**config.mk**
```make
export PLATFORM = sky130hd
export DESIGN_NAME = bcrypt_cmp_config_ctrl
export DESIGN_NICKNAME = d
export VERILOG_FILES = /design/src/rtl/bcrypt_cmp_config_ctrl.sv
export SDC_FILE = /design/constraint.sdc
export NUM_CORES = 1
export LEC_CHECK = 0
export BUFFER_PORTS_ARGS = -buffer_cell sky130_fd_sc_hd__buf_4
export CAP_MARGIN = 20
export CORE_UTILIZATION = 53
export DETAILED_ROUTE_END_ITERATION = 10
export HOLD_SLACK_MARGIN = 0.15
export PLACE_DENSITY = 0.89
export SETUP_SLACK_MARGIN = 0.3
export SLEW_MARGIN = 20
export SYNTH_ARGS = -nofsm -noshare
export SYNTH_HDL_FRONTEND = slang
export SYNTH_SLANG_ARGS = --single-unit
```
**constraint.sdc**
```tcl
create_clock -name CLK -period 5.5 [get_ports CLK]
set_input_delay 1.375 -clock CLK [delete_from_list [all_inputs] [get_ports CLK]]
set_output_delay 1.375 -clock CLK [all_outputs]
set_load 0.02 [all_outputs]
```
**src/rtl/bcrypt_cmp_config_ctrl.sv**
```systemverilog
// Applies a new comparator/salt config to the bcrypt core array:
// drain in-flight jobs, copy the word store into the cores, then release.
module bcrypt_cmp_config_ctrl #(
    parameter int N_CORES   = 4,
    parameter int OUTST_W   = 8,
    parameter int CFG_WORDS = 5
) (
    input  logic               CLK,
    input  logic               RESET,
    input  logic               new_cmp_config,
    output logic               cmp_config_applied,
    output logic [3:0]         cfg_addr,
    input  logic [31:0]        cfg_dout,
    input  logic               job_start,
    input  logic               job_done,
    input  logic [N_CORES-1:0] core_idle,
    output logic               issue_en,
    output logic               core_cfg_wr_en,
    output logic [2:0]         core_cfg_addr,
    output logic [31:0]        core_cfg_data,
    output logic               busy,
    output logic               error
);

    typedef enum logic [2:0] {
        S_IDLE,
        S_DRAIN,
        S_COPY,
        S_APPLY,
        S_HOLD
    } state_t;

    localparam logic [OUTST_W-1:0] OUTST_MAX = '1;
    localparam logic [3:0]         LAST_IDX  = 4'(CFG_WORDS - 1);

    state_t             state;
    logic [OUTST_W-1:0] outstanding;
    logic               configured;
    logic [3:0]         word_idx;
    logic               inc;
    logic               dec;
    logic               drained;

    assign inc      = job_start & ~job_done;
    assign dec      = job_done & ~job_start;
    assign drained  = (outstanding == '0) & (&core_idle);

    assign issue_en = (state == S_IDLE) & configured;
    assign busy     = (state != S_IDLE);
    assign cfg_addr = (state == S_COPY) ? word_idx : 4'd0;

    // Job accounting runs in every state; faults never disturb the FSM.
    always_ff @(posedge CLK) begin
        if (RESET) begin
            outstanding <= '0;
            error       <= 1'b0;
        end else begin
            if (inc && outstanding != OUTST_MAX)
                outstanding <= outstanding + 1'b1;
            else if (dec && outstanding != '0)
                outstanding <= outstanding - 1'b1;

            if ((inc && outstanding == OUTST_MAX) ||
                (dec && outstanding == '0) ||
                (job_start && !issue_en))
                error <= 1'b1;
        end
    end

    always_ff @(posedge CLK) begin
        if (RESET) begin
            state              <= S_IDLE;
            configured         <= 1'b0;
            word_idx           <= 4'd0;
            core_cfg_wr_en     <= 1'b0;
            core_cfg_addr      <= 3'd0;
            core_cfg_data      <= 32'd0;
            cmp_config_applied <= 1'b0;
        end else begin
            core_cfg_wr_en     <= 1'b0;
            cmp_config_applied <= 1'b0;
            unique case (state)
                S_IDLE: begin
                    if (new_cmp_config)
                        state <= S_DRAIN;
                end
                S_DRAIN: begin
                    if (drained) begin
                        state    <= S_COPY;
                        word_idx <= 4'd0;
                    end
                end
                S_COPY: begin
                    core_cfg_wr_en <= 1'b1;
                    core_cfg_addr  <= word_idx[2:0];
                    core_cfg_data  <= cfg_dout;
                    word_idx       <= word_idx + 1'b1;
                    // Pulse lands together with the final strobe.
                    if (word_idx == LAST_IDX) begin
                        state              <= S_APPLY;
                        cmp_config_applied <= 1'b1;
                        configured         <= 1'b1;
                    end
                end
                S_APPLY: begin
                    state <= S_HOLD;
                end
                S_HOLD: begin
                    if (!new_cmp_config)
                        state <= S_IDLE;
                end
                default: begin
                    state <= S_IDLE;
                end
            endcase
        end
    end

endmodule

```
==> results.cfg <==
[drt]
antenna_left = 0
routed_wirelength_um = 5320
wl_met2_um = 2610
dr.first_iter.drc_count = 131
detailedRoute.firstPassIterationCount = 4
route.met3.wl_um = 431
num_vias = 2206
wl_met1_um = 2240
drc_errors = 0
wl_per_cell_um = 12.8
route.top_layer_used = met4
routed_via_density = 5.30

[yosys]
netlist_area_sq_mm = 0.00236
ys_types = 48
synth.top_cell.area_share_pct = 45.7
yosysTopAreaCell = dfxtp_1
ys_ff_latch = 54
syn-num-nets = 339
syn_avg_cell_area_sq_um = 8.21
ys.warnings.count = 0
syn_inst = 288
synth_area_leaders = dfxtp_1 46%, nand2_1 12%, a21oi_1 10%
synth_edf_count = 0
synthArstFlopShare_pct = 0
synth.yosys.seq_area_share_pct = 45.7
synthFlopType = dfxtp_1

[timing]
final-hold-violation-count = 0
fin_crit_ns = 3.10
max_slew_margin_pct = 60.1
rsz0062_at_grt = no
layout_worst_path_cycle_share_pct = 56.4
drv_slew = 0
finalSetupViolations = 0
setup_ws_ns = 2.40
max_freq_mhz = 322
worstMarginPinSlew_ns = 0.598
tns_ns = 0
worst_clock_skew_ns = 0.0144

[critical_path]
startpoint_type = flip-flop
critPathCaptureType = primary output
cpMostUsedCell = buf_4
path_buf_inv = 3
slowest_delay_ns = 0.47
path_delay_family = buffers and inverters
worst_ep_arrival_time_ns = 1.73
crit_chain = nor3b_2, buf_4, nand2_1, inv_1, buf_4
crit_type = flip-flop to primary output
required_ns = 4.12
crit_path_max_fanout = 41
cp_slowest_cell = dfxtp_1

[place]
post-place-ws_ns = 2.16
dp_hpwl_um = 3790
dpl_cell_area_sq_mm = 0.00301
place_congestion = 0.783
port_buffers = 84
dp.cells = 408

[clock_network]
cts_hold_buf = 0
clock_path_buffers = 2
post-cts-setup-buffers = 0
ctsResizeCount = 0
clockRootBuffer = clkbuf_8
cts_made_buffers = 5
htreeDepth = 2
cts.sinks = 54
clk_latency_ns = 0.30
clk_pin_slew_ns = 0.08
cts_tree = yes

[floorplan]
die_w_um = 68.8
die_area_sq_mm = 0.00473
rows = 23
core_area_sq_mm = 0.00414
initial_core_util_pct = 57.1
io_pins = 85
die_h_um = 68.8

[pwr]
fin_total_pwr_mw = 0.914
leakage_nw = 1.33
powerDensity_mw_per_mm2 = 292
ir_drop_uv = 196

[grt]
grt_pass1_wl_um = 8370
grtUsageTotal_pct = 23.2
gr-total-overflow = 0
antenna_found_initial = 0
first_global_vias = 1993
grt_max_degree = 53

[cells_and_area]
fin_area_sq_mm = 0.00313
final_layout_size_suffix_gt1_share_pct = 29.0
nNetsFinal = 416
instances_no_fill = 416
antennaDiodeCount = 0
areaGrowthSynthToFinish_pct = 32.3

[outcome]
outcome = finished, final reports clean

[hold_path]
hold_path.class = flip-flop to flip-flop

[run]
cap_violations = 0
## layout make-up
cell class                 count  area [sq um]
inverter                      10          37.5
multi-input combinational    208          1180
clock inverter                 2          38.8
clock buffer                   6          82.6
fill                         278          1010
timing repair buffer          86           646
tap                           50          62.6
sequential                    54          1080
## worst register-to-register path, cell delays in order, from the launching register on
cell and delay, ns:
dfxtp_1 0.41, nand4_1 0.16, o21ai_2 0.53, ha_1 0.36
nor2b_1 0.14, o31a_1 0.25, o21a_1 0.17, or3_1 0.30
a31o_1 0.17
## Yosys cell counts, types with 2 or more instances
| library cell | count |
|---|---|
| buf_2 | 2 |
| clkbuf_1 | 13 |
| inv_1 | 10 |
| o21a_1 | 4 |
| a21o_1 | 2 |
| or4_4 | 2 |
| a21oi_1 | 48 |
| nor3_1 | 3 |
| nand4_1 | 3 |
| and2_1 | 2 |
| nor2_1 | 11 |
| ha_1 | 9 |
| o21ai_0 | 3 |
| nand3_1 | 6 |
| nor2b_1 | 3 |
| or3_1 | 2 |
| nand2_1 | 77 |
| o31ai_1 | 2 |
| nor3b_2 | 2 |
| dfxtp_1 | 54 |
| xnor2_1 | 3 |
## per-layer routing
metal,GRT usage (%),vias up
met1,28.0,993
li1,-,1125
met4,4.85,0
met3,7.40,6
met2,40.3,82
met5,0,-
## power breakdown
part	leakage [nW]	switching (mW)	internal, mW
combinational	0.829	0.102	0.103
sequential	0.437	0.0224	0.409
clock	0.0618	0.128	0.150
## flip-flops by register name, summed over array words and instances, names as in the netlist
register	count
core_cfg_data	32
word_idx	4
error	1
state	3
cmp_config_applied	1
core_cfg_wr_en	1
outstanding	8
core_cfg_addr	3
configured	1
## cells by family (layout without fill, tap and decap cells)
group,Yosys count,in the layout,share of synthesized area (%)
compound gates,72,72,18.3
xor+xnor,4,4,1.48
simple gates,121,121,23.9
flops,54,54,45.7
fa+ha+maj,10,10,5.61
mux,1,1,0.423
buf+inv,26,104,4.55
## cell usage in the layout (no fill, tap or decap), types with 2 or more instances in the layout
master     n
o31ai_1    2
a21oi_1   48
nand3_1    6
xnor2_1    3
inv_1     10
dfxtp_1   54
clkbuf_8   6
nor2_1    11
or3_1      2
o21ai_0    3
buf_4     86
a21o_1     2
nor3b_2    3
nand2_1   77
nor3_1     3
nor2b_1    3
ha_1       9
nand4_1    3
o21a_1     4
or4_4      2
and2_1     2
## path summary, 6_finish.rpt
| kind | slack (ns) | endpoint | depth (start not counted) | startpoint |
|---|---|---|---|---|
| min | 0.46 | core_cfg_data[0] | 2 | core_cfg_data[0] |
| min reg2reg | 0.46 | core_cfg_data[0] | 2 | core_cfg_data[0] |
| max | 2.40 | cfg_addr[1] | 5 | state[1] |
| max reg2reg | 2.89 | outstanding[6] | 8 | outstanding[5] |
## through the flow
step	utilization, %	hold slack (ns)
finish	75.5	0.457
global route	75.5	0.477
CTS	75.5	0.459
floorplan	-	0.437
global placement	72.6	0.442
detailed placement	72.6	0.447
(Power assumes the default switching activity.)
